## config.mk

```make
export PLATFORM = sky130hd
export DESIGN_NAME = instr_loader
export DESIGN_NICKNAME = d
export VERILOG_FILES = /design/src/rtl/instr_loader.sv
export SDC_FILE = /design/constraint.sdc
export NUM_CORES = 1
export LEC_CHECK = 0
export ABC_AREA = 1
export ABC_CLOCK_PERIOD_IN_PS = 2050
export CELL_PAD_IN_SITES_DETAIL_PLACEMENT = 1
export CELL_PAD_IN_SITES_GLOBAL_PLACEMENT = 1
export CORE_AREA = 4 4 129 131
export DETAILED_ROUTE_END_ITERATION = 6
export DIE_AREA = 0 0 133 135
export PLACE_DENSITY = 0.72
export SLEW_MARGIN = 20
export SYNTH_ARGS = -nofsm -noshare
export SYNTH_HDL_FRONTEND = slang
export SYNTH_SLANG_ARGS = --single-unit
```

## constraint.sdc

```tcl
create_clock -name clk -period 2.05 [get_ports clk]
set_clock_uncertainty 0.2 [all_clocks]
set_input_delay 0.5125 -clock clk [delete_from_list [all_inputs] [get_ports clk]]
set_output_delay 0.5125 -clock clk [all_outputs]
set_load 0.03 [all_outputs]
```

## src/rtl/instr_loader.sv

```systemverilog
// Instruction loader: parses a byte stream (16-bit big-endian word count,
// then 32-bit big-endian words), writes each word into the processor's
// instruction memory and holds the processor in reset until the program
// is complete.
module instr_loader #(
  parameter int MAX_WORDS    = 1024,
  parameter int CPU_RST_HOLD = 2
) (
  input  logic        clk,
  input  logic        rst,
  input  logic        byte_valid,
  input  logic [7:0]  byte_data,
  input  logic        reload,
  output logic        byte_ready,
  output logic        instr_we,
  output logic [31:0] instr_feed,
  output logic [9:0]  instr_write_address,
  output logic        cpu_rst,
  output logic [9:0]  init_pc,
  output logic        done,
  output logic        error
);

  localparam logic [2:0] HDR_HI  = 3'd0;
  localparam logic [2:0] HDR_LO  = 3'd1;
  localparam logic [2:0] LOAD    = 3'd2;
  localparam logic [2:0] RELEASE = 3'd3;
  localparam logic [2:0] RUN     = 3'd4;
  localparam logic [2:0] ERROR   = 3'd5;

  localparam logic [15:0] MAX_N  = 16'(MAX_WORDS);
  localparam logic [15:0] HOLD_N = 16'(CPU_RST_HOLD);

  logic [2:0]  state;
  logic [15:0] count;
  logic [9:0]  word_idx;
  logic [1:0]  phase;
  logic [23:0] shift;
  logic [15:0] hold_cnt;
  logic        accept;
  logic [15:0] hdr_n;

  assign accept  = byte_valid && byte_ready;
  assign hdr_n   = {count[15:8], byte_data};
  assign init_pc = '0;

  // Status outputs are pure functions of the current state.
  always_comb begin
    byte_ready = (state == HDR_HI) || (state == HDR_LO) || (state == LOAD);
    cpu_rst    = (state != RUN);
    done       = (state == RUN);
    error      = (state == ERROR);
  end

  // Stream parser, word assembly, write strobe and release sequencing.
  always_ff @(posedge clk) begin
    if (rst) begin
      state               <= HDR_HI;
      count               <= '0;
      word_idx            <= '0;
      phase               <= '0;
      shift               <= '0;
      hold_cnt            <= '0;
      instr_we            <= 1'b0;
      instr_feed          <= '0;
      instr_write_address <= '0;
    end else begin
      instr_we <= 1'b0;
      case (state)
        HDR_HI: begin
          if (accept) begin
            count[15:8] <= byte_data;
            state       <= HDR_LO;
          end
        end
        HDR_LO: begin
          if (accept) begin
            count[7:0] <= byte_data;
            hold_cnt   <= '0;
            phase      <= '0;
            word_idx   <= '0;
            if (hdr_n == 16'd0)
              state <= RELEASE;
            else if (hdr_n > MAX_N)
              state <= ERROR;
            else
              state <= LOAD;
          end
        end
        LOAD: begin
          if (accept) begin
            shift <= {shift[15:0], byte_data};
            phase <= phase + 2'd1;
            if (phase == 2'd3) begin
              instr_we            <= 1'b1;
              instr_feed          <= {shift, byte_data};
              instr_write_address <= word_idx;
              word_idx            <= word_idx + 10'd1;
              if ({6'd0, word_idx} == count - 16'd1) begin
                hold_cnt <= '0;
                state    <= RELEASE;
              end
            end
          end
        end
        RELEASE: begin
          if (hold_cnt == HOLD_N)
            state <= RUN;
          else
            hold_cnt <= hold_cnt + 16'd1;
        end
        RUN, ERROR: begin
          if (reload) begin
            state    <= HDR_HI;
            count    <= '0;
            word_idx <= '0;
            phase    <= '0;
            hold_cnt <= '0;
          end
        end
        default: state <= HDR_HI;
      endcase
    end
  end

endmodule

```

==> flow_metrics.env, run 1 <==
export IMPL_cts_sinks=114
export IMPL_ys_top_cells_by_count="dfxtp_1, nand2_1, nor2_1, inv_1, o21ai_0"
export IMPL_end_kind="flop"
export IMPL_regArea_um2=2290
export IMPL_insertion_delay_ns=0.42
export IMPL_critPathArrivalTime_ns=2.42
export IMPL_fill_cells=1934
export IMPL_antenna_found_initial=0
export IMPL_synthesis_area_um2=5470
export IMPL_crit_slowest_cell="dfxtp_2"
export IMPL_drcViolationCount=0
export IMPL_cpMostUsedCell="nand2_1"
export IMPL_drt_total_wl_um=18400
export IMPL_p_leak_nw=3.41
export IMPL_crit_path_cell_trace="inv_2, ha_4, nand2_4, nor2_4, nand2_1, nand2_1, nand2_1, inv_1, nand3_1, nor2_1, nand3_2, nand2_8, buf_6, nand3_1, a21oi_1"
export IMPL_die_w_um=133
export IMPL_grt_max_degree=53
export IMPL_fin_nets=914
export IMPL_multiInputGateArea_um2=2930
export IMPL_finalCriticalPeriod_ns=2.27
export IMPL_synthCells=755
export IMPL_start_util_pct=35.1
export IMPL_rsz0062_at_grt="yes"
export IMPL_dpl_hpwl_um=12900
export IMPL_routed_via_density=4.96
export IMPL_grt_overflow=0
export IMPL_die_area_um2=18000
export IMPL_synthArstFlopShare_pct=0
export IMPL_outcome="complete, but fails checks"
export IMPL_num_vias=5582
export IMPL_fin_crit_sh_pct=111
export IMPL_clk_pin_slew_ns=0.06
export IMPL_cts_buffer_depth=2
export IMPL_synth_most_common_cell="dfxtp_1"
export IMPL_postSynthAreaPerCell_um2=7.25
export IMPL_ir_worst_vdd_mv=0.663
export IMPL_track_usage_pct=20.5
export IMPL_cts_buffers_inserted=17
export IMPL_path_max_fanout=6
export IMPL_die_h_um=135
export IMPL_detail_route_antenna_nets=0
export IMPL_num_rows=46
export IMPL_clock_fmax_mhz=440
export IMPL_htreeDepth=4
export IMPL_cts_hold_buf=0
export IMPL_ys_warn_count=0
export IMPL_ys_types=38
export IMPL_core_um2=15600
export IMPL_preCtsSetupSlack_ns=-0.344
export IMPL_synth_edff_count=0
export IMPL_area_growth_pct=41.0
export IMPL_grt_pass1_wl_um=29800
export IMPL_routedWlPerCell_um=16.4
export IMPL_cts_tree="built"
export IMPL_synth_main_ff_cell="dfxtp_1"
export IMPL_ys_seq_area_share_pct=41.7
export IMPL_netlist_top_cells_area="dfxtp_1, o21ai_0, nand2_1"
export IMPL_finalSetupTns_ns=-3.65
export IMPL_crit_path_max_incr_delay_ns=0.33
export IMPL_drive_gt1_share_pct=25.9
export IMPL_num_antenna_cells=0
export IMPL_numPortBuffers=58
export IMPL_p_per_area_nw_per_um2=1070
export IMPL_grt_pass1_vias=5983
export IMPL_hold_class="reg -> reg"
export IMPL_violations="setup timing"
export IMPL_path_class="reg -> reg"
export IMPL_cap_violations=0
export IMPL_slew_violations=0
export IMPL_crit_path_start_kind="flop"
export IMPL_hold_viol_final=0
export IMPL_ys_ff_latch=114
export IMPL_yosysTopAreaCell="dfxtp_1"
export IMPL_fin_ws_ns=-0.221
export IMPL_drtPass1Iterations=4
export IMPL_cp_required_ns=2.19
export IMPL_synth_top_cell_area_share_pct=41.7
export IMPL_dr_first_iter_drc_count=224
export IMPL_setup_viol=20
export IMPL_gp_congestion=0.843
export IMPL_ios=69
export IMPL_root_buffer="clkbuf_16"
critical path: cells and delay by family, from the launching register on:
family | cells | cell delay, ns
compound gates | 1 | 0.14
fa+ha+maj | 1 | 0.17
flops | 1 | 0.33
buf+inv | 3 | 0.25
simple gates | 10 | 1.11
layout make-up:
type / instances / share of cell area (%)
multi-input combinational: 522 / 38.0
sequential: 114 / 29.7
timing repair buffer: 149 / 16.5
clock buffer: 18 / 5.69
inverter: 92 / 4.62
tap: 216 / 3.50
clock inverter: 14 / 1.85
timing repair inverter: 1 / 0.0973
stage by stage:
stage	std cells	hold slack, ns	utilization [%]	area (µm²)	power, mW
final	1126	0.275	49.5	7710	8.26
after global routing	1126	0.301	49.5	7710	8.73
after CTS	1120	0.277	48.2	7520	8.08
after detailed placement	1081	0.264	43.8	6840	4.95
after global placement	1081	0.252	43.8	6840	4.86
after floorplan	764	0.236	-	5530	4.08
report_power, final:
group	internal [mW]	total, mW	switching [mW]
sequential	2.40	2.56	0.167
combinational	1.08	2.78	1.70
clock	1.74	2.92	1.18
final timing paths:
check,from,to,slack (ns),cells after the start
hold / removal,shift[2],shift[2],0.27,2
setup reg to reg,count[1],hold_cnt[0],-0.22,15
setup / recovery,count[1],hold_cnt[0],-0.22,15
hold reg to reg,shift[2],shift[2],0.27,2
routing by layer:
layer  vias to the layer above  track usage, %  routed length [µm]
met1                      2726            24.1                7920
met4                         0            6.93                 310
met2                        85            37.1                9690
met5                         -               0                   0
li1                       2747               -                   -
met3                        24            4.25                 524
state kept, by name (all words and copies together) (netlist names):
name,count
instr_write_address,10
phase,2
hold_cnt,16
count,16
state,3
shift,24
word_idx,10
instr_we,1
instr_feed,32
kinds of logic after synthesis:
kind of cell	synth area share (%)
AO/OA/AOI/OAI	16.1
XOR/XNOR	1.60
adder cells (fa/ha/maj)	1.14
buffers and inverters	9.81
flip-flops	41.7
other	0.0685
AND/OR/NAND/NOR	29.5
placed cells by master, fill, tap and decap left out, drive strengths merged:
cell and count:
inv 99, o211a 1, clkbuf 19, or2 4
a21oi 71, nand3b 2, nand4 10, nand3 69
clkinvlp 5, clkinv 2, o21ai 89, nor4 5
nor3 15, dfxtp 114, buf 94, a31oi 2
nor3b 3, conb 10, nor2 102, xnor2 2
ha 5, clkdlybuf4s50 11, bufinv 1, a211oi 3
dlygate4sd2 43, xor2 8, nand2 121
repair_timing:
action / CTS / global route
gates cloned: 2 / 1
resized for setup: 84 / 43
pin swaps: 15 / 14
setup buffers: 5 / 5
setup endpoints to repair: 65 / 39
(Power assumes the default switching activity.)
==> run 2, diff against run 1 <==
--- a/config.mk
+++ b/config.mk
@@ -7,12 +7,14 @@
 export LEC_CHECK = 0
 export ABC_AREA = 1
 export ABC_CLOCK_PERIOD_IN_PS = 2050
+export CAP_MARGIN = 20
 export CELL_PAD_IN_SITES_DETAIL_PLACEMENT = 1
 export CELL_PAD_IN_SITES_GLOBAL_PLACEMENT = 1
 export CORE_AREA = 4 4 129 131
 export DETAILED_ROUTE_END_ITERATION = 6
 export DIE_AREA = 0 0 133 135
 export PLACE_DENSITY = 0.72
+export SETUP_SLACK_MARGIN = 0.2
 export SLEW_MARGIN = 20
 export SYNTH_ARGS = -nofsm -noshare
 export SYNTH_HDL_FRONTEND = slang
==> flow_metrics.env, run 2 (synthesis results as in run 1) <==
export IMPL_outcome="complete, but fails checks"
export IMPL_violations="setup timing"
export IMPL_htreeDepth=4
export IMPL_die_w_um=133
export IMPL_routedWlPerCell_um=21.8
export IMPL_cts_buffers_inserted=17
export IMPL_crit_path_start_kind="flop"
export IMPL_clk_pin_slew_ns=0.07
export IMPL_path_class="reg -> reg"
export IMPL_hold_class="reg -> reg"
export IMPL_drcViolationCount=0
export IMPL_mostFrequentLayoutCell="dfxtp_1"
export IMPL_grt_pass1_wl_um=30300
export IMPL_path_max_fanout=5
export IMPL_layout_common_cells="dfxtp_1, nand2_1, buf_4"
export IMPL_reg2reg_slack_ns=-0.39
export IMPL_track_usage_pct=20.9
export IMPL_clock_fmax_mhz=409
export IMPL_root_buffer="clkbuf_16"
export IMPL_drtPass1Iterations=4
export IMPL_core_um2=15600
export IMPL_rsz0062_at_grt="yes"
export IMPL_dr_first_iter_drc_count=345
export IMPL_reg2reg_depth=15
export IMPL_insertion_delay_ns=0.43
export IMPL_cap_violations=0
export IMPL_grt_overflow=0
export IMPL_hold_viol_final=0
export IMPL_p_leak_nw=3.59
export IMPL_gp_congestion=0.863
export IMPL_drive_gt1_share_pct=43.8
export IMPL_num_vias=6207
export IMPL_cts_buffer_depth=2
export IMPL_crit_slowest_cell="dfxtp_2"
export IMPL_holdPathEnd="instr_feed[14]"
export IMPL_dpl_hpwl_um=12500
export IMPL_cpMostUsedCell="nand2_1"
export IMPL_cts_hold_buf=0
export IMPL_antenna_found_initial=0
export IMPL_area_growth_pct=59.3
export IMPL_finalCriticalPeriod_ns=2.44
export IMPL_die_h_um=135
export IMPL_numPortBuffers=58
export IMPL_whs_path_depth=2
export IMPL_die_area_um2=18000
export IMPL_start_util_pct=35.1
export IMPL_largest_reg_flops=32
export IMPL_detail_route_antenna_nets=0
export IMPL_cts_tree="built"
export IMPL_place_area_um2=6800
export IMPL_ir_worst_vdd_mv=0.578
export IMPL_ios=69
export IMPL_setup_viol=66
export IMPL_cp_required_ns=2.21
export IMPL_crit_path_max_incr_delay_ns=0.36
export IMPL_slew_violations=0
export IMPL_critPathArrivalTime_ns=2.60
export IMPL_hp_start="instr_feed[14]"
export IMPL_crit_path_cell_trace="inv_4, ha_4, xor2_2, nand2_1, nor2_2, nand2_1, nor2_2, nand2_1, nor2_2, nand3_2, nand2_4, nand2_2, nand2_1, nand2_1, nor2_1"
export IMPL_drt_total_wl_um=25300
export IMPL_design_area_um2=8720
export IMPL_end_kind="flop"
export IMPL_regMostFlops="instr_feed"
export IMPL_worst_r2r_endpoint="state[0]"
export IMPL_cts_sinks=114
export IMPL_grt_max_degree=53
export IMPL_fin_nets=947
export IMPL_reg2reg_from="count[0]"
export IMPL_fin_crit_sh_pct=119
export IMPL_fin_ws_ns=-0.392
export IMPL_finalSetupTns_ns=-8.19
export IMPL_p_per_area_nw_per_um2=1050
export IMPL_grt_pass1_vias=5993
export IMPL_num_antenna_cells=0
export IMPL_routed_via_density=5.36
export IMPL_num_rows=46
export IMPL_reg_top3="instr_feed x32, shift x24"
run 2: worst max path at each step:
stage                 startpoint            to  slack (ns)  depth (start not counted)
floorplan               count[0]  hold_cnt[11]        0.03                         15
global placement    byte_data[7]      state[0]       -0.36                         10
detailed placement  byte_data[7]      state[0]       -0.32                         10
CTS                     count[2]   hold_cnt[5]       -0.13                         14
global route            count[1]      state[0]       -0.51                         15
finish                  count[0]      state[0]       -0.39                         15
run 2: area by class of cell:
cell class,instances,area (µm²)
Clock buffer,17,425
Tap cell,216,270
Inverter,92,374
Sequential cell,114,2290
Multi-Input combinational cell,522,3340
Timing Repair inverter,2,15.0
Timing Repair Buffer,181,1830
Clock inverter,15,170
Fill cell,1825,6880
run 2: report_power, final:
group,total (mW),switching (mW),leakage (nW),internal (mW)
clock network,3.09,1.27,0.288,1.82
registers,2.59,0.190,0.927,2.40
logic,3.44,2.06,2.38,1.37
total,9.12,3.52,3.59,5.60
run 2: routing by layer:
layer | up-vias | wire (µm) | part of all wire (%) | track usage [%]
met2 | 200 | 13400 | 53 | 39.1
met3 | 80 | 958 | 3.8 | 4.84
met4 | 0 | 1040 | 4.1 | 5.77
met5 | - | 0 | 0 | 0
met1 | 3107 | 9870 | 39 | 23.8
li1 | 2820 | - | - | -
run 2: critical path, delay by kind of cell, from the launching register on:
family,cells,cell delay (ns)
adders and majority gates,1,0.27
xor gates and xnor gates,1,0.18
and+or+nand+nor,12,1.29
DFF,1,0.36
buffers and inverters,1,0.04
run 2: timing repair:
| item | 4_1_cts | 5_1_grt |
|---|---|---|
| endpoints found under the hold margin | 0 | 0 |
| resized for setup | 209 | 249 |
| buffers inserted | 13 | 23 |
| endpoints found under the setup margin | 85 | 113 |
| gates cloned | 3 | 10 |
| pin swaps | 10 | 33 |
run 2: metrics by stage:
step                worst slack [ns]  std cells  util, %  total power, mW  hold WS [ns]
finish                        -0.392       1159     55.9             9.12         0.281
CTS                           -0.126       1126     50.1             8.34         0.276
detailed placement            -0.323       1078     43.6             4.95         0.261
global route                  -0.507       1159     55.9             9.49         0.290
floorplan                     0.0309        764        -             4.08         0.236
global placement              -0.361       1078     43.6             4.85         0.256
